$ cat src/rtl/seq_ring_accum.sv
// rtl/seq_ring_accum.sv - NCH-channel ring accumulator running a DEPTH-step sequence
//
// Purpose:
//   Holds NCH channel registers of WIDTH bits. A start request in IDLE seeds the
//   channels and latches the combine mode. The block then runs DEPTH steps. On
//   each step every channel is combined with its ring neighbour (k+1, with the
//   last channel wrapping to channel 0). The combine is an add modulo 2^WIDTH or
//   an xor, chosen by the latched mode.
//
// Ports:
//   clk       rising-edge clock
//   rst       synchronous reset, active-low
//   start     run request, level-sampled in IDLE only
//   mode      0 = add, 1 = xor; latched when a run starts
//   seed      initial channel values, channel k = seed[k*WIDTH +: WIDTH]
//   ch_out    channel registers, same packing as seed
//   busy      high while a run is in progress
//   done      one-cycle pulse in the cycle after the final step
//   step_cnt  steps completed in the current or last run
module seq_ring_accum #(
   parameter int WIDTH = 8,
   parameter int NCH   = 4,
   parameter int DEPTH = 3,
   parameter int CNTW  = $clog2(DEPTH + 1)
) (
   input  logic                 clk,
   input  logic                 rst,
   input  logic                 start,
   input  logic                 mode,
   input  logic [NCH*WIDTH-1:0] seed,
   output logic [NCH*WIDTH-1:0] ch_out,
   output logic                 busy,
   output logic                 done,
   output logic [CNTW-1:0]      step_cnt
);

   typedef enum logic {
      IDLE = 1'b0,
      RUN  = 1'b1
   } state_t;

   localparam logic [CNTW-1:0] LAST_STEP = CNTW'(DEPTH - 1);
   localparam logic [CNTW-1:0] ALL_STEPS = CNTW'(DEPTH);

   state_t                      state;
   logic                        mode_q;
   logic [NCH-1:0][WIDTH-1:0]   ch;
   logic [NCH-1:0][WIDTH-1:0]   nxt;

   // Every channel reads only pre-edge values, so all channels update together.
   // Add simply truncates to WIDTH bits, which drops the carry.
   always_comb begin
      nxt = '0;
      for (int k = 0; k < NCH; k++) begin
         if (mode_q)
            nxt[k] = ch[k] ^ ch[(k + 1) % NCH];
         else
            nxt[k] = ch[k] + ch[(k + 1) % NCH];
      end
   end

   assign ch_out = ch;

   always_ff @(posedge clk) begin
      if (!rst) begin
         state    <= IDLE;
         ch       <= '0;
         mode_q   <= 1'b0;
         busy     <= 1'b0;
         done     <= 1'b0;
         step_cnt <= '0;
      end else begin
         case (state)
            IDLE: begin
               // done is only ever high for the single IDLE cycle after a run,
               // so clearing it here gives the one-cycle pulse.
               done <= 1'b0;
               if (start) begin
                  ch       <= seed;
                  mode_q   <= mode;
                  step_cnt <= '0;
                  busy     <= 1'b1;
                  state    <= RUN;
               end
            end
            RUN: begin
               ch <= nxt;
               if (step_cnt == LAST_STEP) begin
                  step_cnt <= ALL_STEPS;
                  busy     <= 1'b0;
                  done     <= 1'b1;
                  state    <= IDLE;
               end else begin
                  step_cnt <= step_cnt + CNTW'(1);
               end
            end
            default: state <= IDLE;
         endcase
      end
   end

endmodule
$ cat config.mk
export PLATFORM = sky130hd
export DESIGN_NAME = seq_ring_accum
export DESIGN_NICKNAME = d
export VERILOG_FILES = /design/src/rtl/seq_ring_accum.sv
export SDC_FILE = /design/constraint.sdc
export NUM_CORES = 1
export LEC_CHECK = 0
export BUFFER_PORTS_ARGS = -buffer_cell sky130_fd_sc_hd__buf_2
export CAP_MARGIN = 30
export CORE_MARGIN = 3
export CORE_UTILIZATION = 50
export DETAILED_ROUTE_END_ITERATION = 8
export PLACE_DENSITY = 0.75
export SLEW_MARGIN = 20
export SYNTH_ARGS = -nofsm -noshare
export SYNTH_HDL_FRONTEND = slang
export SYNTH_SLANG_ARGS = --single-unit
$ cat constraint.sdc
create_clock -name clk -period 3.8 [get_ports clk]
set_input_delay 0.38 -clock clk [delete_from_list [all_inputs] [get_ports clk]]
set_output_delay 0.38 -clock clk [all_outputs]
set_load 0.05 [all_outputs]
==> summary.md, run 1 <==
| Metric | Value |
|---|---|
| Clock Sinks | 38 |
| Leakage power | around 1.6 nW |
| CP endpoint kind | flop |
| Routability cong. | roughly 0.81 |
| Least-Margin Pin Slew | 632 ps |
| # Post-CTS Setup Buffers | 0 |
| Post-DP HPWL | ~5600 um |
| Status | finished clean |
| Top-area cell type share of the netlist area | 0.253 |
| FMAX | 477 MHz |
| Max Slew Vio Count | 0 |
| 1st-iter DRT viols | 205 |
| Largest family of logic cells by synthesized area | compound AO/OA/AOI/OAI gates |
| Slowest CP cell | dfxtp_1 |
| Slew HR | 0.579 |
| Post-Synth Adder-Cell Area | 0.148 |
| Die W | 83.5 um |
| Layout Skew | 7.28 ps |
| Syn_area_per_cell | around 8.8 um^2 |
| CTS Buf Count | 5 |
| Fin crit share | 0.551 |
| Vias in the first global route | approximately 2700 |
| Final #Nets | approximately 470 |
| Post-synth EDFFs | 0 |
| Startpoint class of the critical path | flop |
| First-pass iteration count of the detailed router | 4 |
| Largest net degree at the start of global routing | 65 |
| Setup ws final | around 1700 ps |
| Synthesized instance count | 343 |
| Worst IR Drop VDD | approximately 0.00019 V |
| Fillers | roughly 530 |
| Vias per std cell | a little under 6 |
| Layout area overhead | 15.1% |
| Setup-failing EPs final | 0 |
| Crit path arrival time | between 2000 and 2500 ps |
| Antenna diodes | 0 |
| Initial Util | 0.532 |
| Yosys warning count | 0 |
| Multiplexer area fraction after synthesis | 0.0638 |
| Share of cells above drive strength 1 | 0.248 |
| Synth cell types | 43 |
| Final non-filler cell total | approximately 480 |
| Fin crit period | 2090 ps |
| Total grt overflow | 0 |
| H-tree Lvls | 2 |
| Worst setup path class | reg2reg |
| Gr usage total | 0.215 |
| First-pass GRT wire length | 12500 um |
| WHS Path Cells | 3 |
| RSZ-0062 raised after global routing | no |
| Yosys top cell by area | dfxtp_1 |
| Max stage delay on crit path | just over 700 ps |
| Clock Tree Buf Depth | 2 |
| Worst-Skew Late Latency | 290 ps |
| Die Y | roughly 83 um |
| Final hold viol count | 0 |
| Mapped cell area | 3000 um^2 |
| Boundary Pins | 72 |
| Syn Nets | between 400 and 500 |
| Top post-synthesis cells by area | dfxtp_1 25%, ha_1 12%, a21oi_1 6.7%, a211oi_1 4.8%, xnor2_1 3.5% |
| Worst-path cell chain | buf_4 > o21bai_1 > o32ai_2 > a2111o_1 > o211a_1 |
| Pre-CTS setup slack | approximately 1700 ps |
| Post-route ant nets | 0 |
| TNS Setup | 0 ps |
| WL per Instance | 15.9 um |
| Compound-cell area share of the yosys netlist | 0.271 |
| Post-CTS sizing | 0 |
| Sequential area share after synthesis | 0.253 |
| Buf/Inv on CP | 1 |
| Yosys reg bits | 38 |
| PortBufs | 71 |
| Residual DRC count | 0 |
| Initial antenna violation count | 0 |
| Die area | 6970 um^2 |
| Pwr Density | roughly 380 nW/um^2 |
| Vias | around 2800 |
| CTS tree | done |
| Post-CTS Hold Buffers | 0 |
| Placed Cells | 467 |
| Crit-path max FO | 20 |
| Max-Cap Viols | 0 |
| Total detailed-routing wirelength | roughly 7500 um |
| Simple-gate share of the synthesized area | 0.165 |
| Row cnt | 27 |
| Synth Area in XOR/XNOR | 0.0467 |
| Core area | approximately 5600 um^2 |
| Post-synth top cells | 40 x a21oi_1, 38 x dfxtp_1, 29 x ha_1, 26 x nor2_1, 21 x nand2_1 |
| Fraction of registers with async set/reset | 0 |
| Main synth FF type | dfxtp_1 |
| HP Class | in2reg |
| Clk root buf | clkbuf_8 |
| Top delay family on crit path | compound AO/OA/AOI/OAI gates |
| Clock Pin Slew Worst Setup and Hold Paths | about 70 ps |
| Reg2reg path depth | 5 |
| Top-count cell post-synth | a21oi_1 |
| Required time worst endpoint | 3970 ps |
| WP depth | 5 |
[worst reg2reg max path: cells and delay by family (launching register included)]
| kind | cells | cell delay (ps) |
|---|---|---|
| flip-flops | 1 | 710 |
| buffers and inverters | 1 | 360 |
| AO/OA/AOI/OAI | 4 | 910 |
[where the power goes]
part | internal [mW] | switching (mW) | total, mW | leakage (nW)
logic | 0.201 | 0.354 | 0.555 | 1.21
registers | 0.439 | 0.0513 | 0.490 | 0.315
clock network | 0.127 | 0.140 | 0.267 | 0.0383
[per-stage QoR]
stage / hold slack (ps) / instance area, um^2 / util / total power [mW]
2_1_floorplan: 519 / 3000 / - / 0.926
3_3_place_gp: 470 / 3360 / 0.595 / 1.04
3_5_place_dp: 487 / 3360 / 0.595 / 1.05
4_1_cts: 349 / 3430 / 0.609 / 1.32
5_1_grt: 360 / 3450 / 0.612 / 1.39
6_report: 361 / 3450 / 0.612 / 1.31
[kinds of logic (layout without fill, tap and decap cells)]
logic type,after synthesis,in the layout
fa+ha+maj,33,33
mux,18,18
simple gates,96,96
compound gates,108,108
flops,38,38
xor+xnor,16,16
buf+inv,34,94
[sequential cells by signal, indices dropped and copies added (netlist names)]
name and flops:
ch_out 32, done 1, step_cnt 2, state 1, busy 1, mode_q 1
[routing by layer]
layer | track usage | up-vias | routed length, um
li1 | - | 1392 | -
met2 | 0.390 | 73 | 3760
met5 | 0 | - | 0
met4 | 0.0482 | 0 | 51
met1 | 0.270 | 1338 | 3350
met3 | 0.0316 | 6 | 378
[placed cells by master, fill, tap and decap left out, types with 5 or more instances in the layout]
| cell | n |
|---|---|
| a211oi_1 | 19 |
| nor2b_1 | 15 |
| mux2i_1 | 9 |
| ha_1 | 29 |
| o21ai_0 | 9 |
| inv_1 | 10 |
| clkbuf_8 | 5 |
| a21oi_1 | 40 |
| nor2_1 | 26 |
| nand3b_1 | 9 |
| nor4_1 | 5 |
| xnor2_1 | 12 |
| dfxtp_1 | 37 |
| buf_2 | 71 |
| nand2_1 | 21 |
| mux2_2 | 9 |
| o211a_1 | 8 |
| o211ai_1 | 10 |
[final cells by class]
type / instances / area (um^2) / share of cell area
repair buffers: 75 / 398 / 0.115
inverters: 12 / 45.0 / 0.0130
flip-flops and latches: 38 / 762 / 0.221
multi-input cells: 271 / 2080 / 0.603
well taps: 72 / 90.1 / 0.0261
clock buffers: 7 / 76.3 / 0.0221
[path summary, 6_finish.rpt]
path | startpoint | endpoint | slack, ps
max | mode_q | ch_out[23] | 1710
min reg2reg | done | done | 500
min | mode | mode_q | 360
max reg2reg | mode_q | ch_out[23] | 1710
(Power assumes the default switching activity.)
==> run 2: changes to the inputs <==
- ABC_AREA: default -> 1
- clock period: 3.8 -> 2 ns (I/O delays scaled with it)
==> summary.md, run 2 <==
| Metric | Value |
|---|---|
| H-tree Lvls | 2 |
| First-pass iteration count of the detailed router | 4 |
| Worst-Skew Late Latency | around 300 ps |
| Most frequent cells in the layout | 122 x nand2_1, 71 x buf_2, 35 x inv_1 |
| CTS Buf Count | 5 |
| Die Y | just over 80 um |
| FMAX | roughly 550 MHz |
| Core area | approximately 5600 um^2 |
| Post-route ant nets | 0 |
| Yosys warning count | 0 |
| Fin crit period | about 1800 ps |
| Hold Path End | ch_out[10] |
| Top-count cell post-synth | nand2_1 |
| Max FFs per register | 32 |
| Crit-path max FO | 4 |
| P_sw | approximately 980 uW |
| Crit path arrival time | 1980 ps |
| Initial antenna violation count | 0 |
| Slowest CP cell | fa_1 |
| Vias in the first global route | roughly 2700 |
| Syn_area_per_cell | slightly above 7 um^2 |
| Layout area overhead | 16.9% |
| Cell Int Power | 1.48 mW |
| Leakage power | 1.79 nW |
| Least-Margin Pin Slew | roughly 650 ps |
| TNS Setup | 0 ps |
| Total detailed-routing wirelength | 8150 um |
| Mapped cell area | 2940 um^2 |
| Total grt overflow | 0 |
| Final Util | 0.612 |
| Post-DP HPWL | around 6100 um |
| Top-area cell type share of the netlist area | 0.259 |
| CTS tree | done |
| Synth cell types | 37 |
| CP endpoint kind | flop |
| Clock Sinks | 38 |
| Sw frac | 0.400 |
| Residual DRC count | 0 |
| Fraction of registers with async set/reset | 0 |
| Sequential area share after synthesis | 0.259 |
| Max Slew Vio Count | 0 |
| Final #Nets | 555 |
| Yosys top cell by area | dfxtp_1 |
| RSZ-0062 raised after global routing | no |
| Required time worst endpoint | about 2200 ps |
| Hold Crit Start | seed[10] |
| Syn Nets | 486 |
| Synthesized instance count | around 420 |
| 1st-iter DRT viols | 121 |
| Boundary Pins | just over 70 |
| Worst IR Drop VDD | around 0.00033 V |
| Main synth FF type | dfxtp_1 |
| Die W | 82.6 um |
| Total power | 2.46 mW |
| Top post-synthesis cells by area | dfxtp_1 26%, nand2_1 16%, ha_1 12%, a22o_1 5.7%, inv_1 4.5% |
| Post-CTS Hold Buffers | 0 |
| Max-Cap Viols | 0 |
| Clock network fraction of total power | 0.277 |
| Clock Pin Slew Worst Setup and Hold Paths | ~90 ps |
| WL per Instance | between 10 and 15 um |
| Gr usage total | 0.247 |
| Max stage delay on crit path | between 400 and 500 ps |
| # Post-CTS Setup Buffers | 0 |
| FF-to-FF End | ch_out[22] |
| Reg2reg path depth | 9 |
| Largest net degree at the start of global routing | 33 |
| Slew HR | 0.567 |
| Most common cell on crit path | nand2_1 |
| R2R Path Start | ch_out[16] |
| Die area | around 7000 um^2 |
| Row cnt | 27 |
| Fin crit share | 0.908 |
| R2r setup slk | 180 ps |
| Clock Tree Buf Depth | 2 |
| Post-synth EDFFs | 0 |
| Antenna diodes | 0 |
| Vias | 3004 |
| Setup-failing EPs final | 0 |
| Multi-input logic area | roughly 1900 um^2 |
| Yosys reg bits | 38 |
| Pwr Density | 717 nW/um^2 |
| Worst setup path class | reg2reg |
| WHS Path Cells | 3 |
| Gate power share | 0.351 |
| Fillers | 544 |
| Routability cong. | 0.946 |
| Status | finished clean |
| Initial Util | 0.523 |
| Worst-path cell chain | ha_1 > inv_1 > fa_1 > o21ai_2 > nand3b_1 > nand2_1 > nand2_1 > nand3_1 > a21oi_1 |
| FF/Latch Area | between 700 and 800 um^2 |
| HP Class | in2reg |
| Startpoint class of the critical path | flop |
| First-pass GRT wire length | between 10000 and 15000 um |
| PortBufs | 71 |
| Layout Skew | 8.25 ps |
| Final hold viol count | 0 |
| Commonest non-fill, non-tap cell in the layout | nand2_1 |
| Post-synth top cells | 122 x nand2_1, 38 x dfxtp_1, 35 x inv_1, 32 x nor2_1, 29 x ha_1 |
| Vias per std cell | about 5.4 |
| Sequential Power Share | 0.371 |
| Share of cells above drive strength 1 | 0.207 |
| Clk root buf | clkbuf_8 |
## run 2: cell types whose count changed after synthesis, moves of 16 or more
cell,change
nand2_1,+101
inv_1,+25
nand3_1,+20
a211oi_1,-18
a21oi_1,-17
a22o_1,+16
## run 2: final cells by class
class	count	share of cell area
well taps	72	0.0263
flip-flops and latches	38	0.224
clock inverters	3	0.0131
clock buffers	5	0.0201
repair buffers	77	0.117
multi-input cells	325	0.555
inverters	39	0.0449
## run 2: repair_timing
item | 4_1_cts | 5_1_grt
setup endpoints to repair | 1 | 3
gates resized for setup | 1 | 3
pin swaps | 0 | 0
## run 2: worst max-delay path by stage
stage / slack [ps] / to / cells after the start / from
floorplan: 0.4 / ch_out[6] / 11 / ch_out[8]
global placement: 100 / ch_out[22] / 9 / ch_out[16]
detailed placement: 60 / ch_out[22] / 9 / ch_out[16]
CTS: 110 / ch_out[22] / 9 / ch_out[16]
global route: 40 / ch_out[30] / 10 / ch_out[1]
finish: 180 / ch_out[22] / 9 / ch_out[16]
## run 2: cells by family (layout without fill, tap and decap cells)
kind of cell             count (synthesis)  after routing  share of synthesized area
buffers and inverters                   54            124                     0.0929
XOR/XNOR                                 8              8                     0.0239
AND/OR/NAND/NOR                        197            197                      0.286
AO/OA/AOI/OAI                           87             87                      0.187
flip-flops                              38             38                      0.259
adder cells (fa/ha/maj)                 33             33                      0.151
## run 2: worst max-delay path, delay by kind of cell, from the launching register on
family / cells / cell delay (ps)
DFF: 1 / 370
and+or+nand+nor: 4 / 330
AOI/OAI and AO/OA: 2 / 290
adders and majority gates: 2 / 610
buffers and inverters: 1 / 60
## run 2: layer usage
metal,track usage,vias up,wire (um)
met4,0.0735,0,93
met5,0,-,0
met1,0.311,1378,3660
met2,0.429,80,3920
met3,0.0412,8,485
li1,-,1538,-
## run 2: through the flow
step	std cells	setup WS, ps	hold slack [ps]	instance area [um^2]
final	559	184	163	3430
after global routing	559	38.2	164	3430
after CTS	559	108	158	3430
after detailed placement	551	61.2	463	3310
after global placement	551	103	451	3310
after floorplan	417	0.426	359	2940
## run 2: power by group through the flow
stage                     clock network (mW)  registers, mW  logic [mW]
after floorplan                            0           1.12       0.464
after global placement                     0          0.926       0.847
after detailed placement                   0          0.931       0.861
after CTS                              0.697          0.913       0.864
after global routing                   0.731          0.924       0.953
final                                  0.682          0.914       0.865
==> run 3: changes to the inputs <==
- CELL_PAD_IN_SITES_DETAIL_PLACEMENT: default -> 0
- CELL_PAD_IN_SITES_GLOBAL_PLACEMENT: default -> 1
- CORE_UTILIZATION: 50 -> 38
- PLACE_DENSITY: 0.75 -> 0.81
==> summary.md, run 3 (synthesized netlist as in run 2, its figures left out) <==
| Metric | Value |
|---|---|
| Status | finished clean |
| CP endpoint kind | flop |
| Leakage power | approximately 1.8 nW |
| FF-to-FF End | ch_out[30] |
| Finished layout cell area | ~3400 um^2 |
| R2R Path Start | ch_out[0] |
| Max-Cap Viols | 0 |
| Least-Margin Pin Slew | 924 ps |
| Post-CTS Hold Buffers | 0 |
| Post-DP HPWL | 6370 um |
| Placed inst area | between 3000 and 4000 um^2 |
| Placed Cells | roughly 580 |
| Die Y | between 90 and 100 um |
| CTS Buf Count | 5 |
| Reg2reg path depth | 11 |
| Slew HR | 0.383 |
| Initial Util | 0.398 |
| Hold Crit Start | seed[18] |
| 1st-iter DRT viols | 129 |
| Slowest CP cell | fa_1 |
| Pwr Density | 681 nW/um^2 |
| Crit-path max FO | 4 |
| Worst-Skew Late Latency | between 200 and 300 ps |
| Largest net degree at the start of global routing | 37 |
| Worst-path cell chain | ha_1 > inv_1 > fa_1 > nor2_2 > nand2_1 > nand2_1 > nand2_1 > nand2_1 > nand2_1 > nand3_1 > a21oi_1 |
| Most frequent cells in the layout | 122 x nand2_1, 71 x buf_2, 35 x inv_1 |
| Gr usage total | 0.200 |
| Commonest non-fill, non-tap cell in the layout | nand2_1 |
| Clk root buf | clkbuf_8 |
| PortBufs | between 70 and 80 |
| HP Class | in2reg |
| Max FFs per register | 32 |
| Die area | approximately 9000 um^2 |
| Boundary Pins | 72 |
| FF/Latch Area | approximately 770 um^2 |
| First-pass iteration count of the detailed router | 4 |
| H-tree Lvls | 2 |
| Total detailed-routing wirelength | between 8000 and 9000 um |
| Die W | approximately 94 um |
| Multi-input logic area | about 1900 um^2 |
| Fillers | 806 |
| Worst setup path class | reg2reg |
| First-pass GRT wire length | 13800 um |
| Max stage delay on crit path | roughly 370 ps |
| Max Slew Vio Count | 0 |
| Clock Pin Slew Worst Setup and Hold Paths | ~80 ps |
| Layout area overhead | 16.4% |
| Pre-CTS setup slack | approximately 120 ps |
| Clock Sinks | 38 |
| TNS Setup | 0 ps |
| Fin crit period | 1770 ps |
| Buf/Inv on CP | 1 |
| Row cnt | 31 |
| RSZ-0062 raised after global routing | no |
| Setup-failing EPs final | 0 |
| Final hold viol count | 0 |
| Hold Path End | ch_out[18] |
| Crit path arrival time | 1930 ps |
| Initial antenna violation count | 0 |
| Setup ws final | 230 ps |
| Final Util | 0.463 |
| Post-route ant nets | 0 |
| Total power | ~2.3 mW |
| Layout Skew | 7.77 ps |
| Worst IR Drop VDD | approximately 0.00030 V |
| Final #Nets | around 550 |
| Antenna diodes | 0 |
| Top delay family on crit path | adder cells |
| Share of cells above drive strength 1 | 0.201 |
| Vias per std cell | 5.03 |
| Worst Setup SP | ch_out[0] |
| Residual DRC count | 0 |
| Startpoint class of the critical path | flop |
| Fin crit share | 0.885 |
| Routability cong. | around 0.9 |
| WHS Path Cells | 3 |
| Core area | 7370 um^2 |
| CTS tree | done |
| Required time worst endpoint | around 2200 ps |
| Total grt overflow | 0 |
| Vias in the first global route | 2713 |
| R2r setup slk | between 200 and 250 ps |
| Hold slack | about 180 ps |
| Most common cell on crit path | nand2_1 |
| Final non-filler cell total | 582 |
| Vias | about 3000 |
| FMAX | around 560 MHz |
| Clock Tree Buf Depth | 2 |
| WL per Instance | 14.7 um |
run 3: cell types whose count changed in the layout (fill, tap and decap cells not counted):
cell / previous run / this run
buf_4: 6 / 4
clkinvlp_4: 2 / 0
bufinv_16: 1 / 0
clkbuf_8: 5 / 6
dfxtp_1: 33 / 32
dfxtp_2: 5 / 6
o21ai_1: 8 / 9
o21ai_2: 2 / 1
run 3: what timing repair did:
action,in CTS,in global routing
buffers inserted,0,0
gates resized for setup,0,4
setup endpoints to repair,0,3
run 3: worst min-delay path, delay by kind of cell:
family / cells / cell delay [ps]
and+or+nand+nor: 1 / 60
AOI/OAI and AO/OA: 1 / 70
buffers and inverters: 1 / 90
run 3: final cells by class:
type | count | area share
clock buffer | 6 | 0.0242
timing repair buffer | 75 | 0.113
inverter | 39 | 0.0451
sequential | 38 | 0.225
tap | 99 | 0.0363
multi-input combinational | 325 | 0.557
run 3: how the worst max path moves through the flow:
stage	cells past startpoint	slack [ps]	to
finish	11	230	ch_out[30]
global route	9	40	ch_out[22]
CTS	9	120	ch_out[22]
detailed placement	9	120	ch_out[22]
global placement	9	150	ch_out[22]
floorplan	11	0.4	ch_out[6]
run 3: metal layers:
metal  global-route usage  share of wire  vias up
li1                     -              -     1528
met1                0.273           0.48     1343
met2                0.334           0.47       55
met3               0.0321          0.037        4
met4               0.0421         0.0075        0
met5                    0              0        -
run 3: report_power, final:
part / internal (mW) / switching [mW]
Clock: 0.267 / 0.283
Combinational: 0.279 / 0.584
Sequential: 0.825 / 0.0894
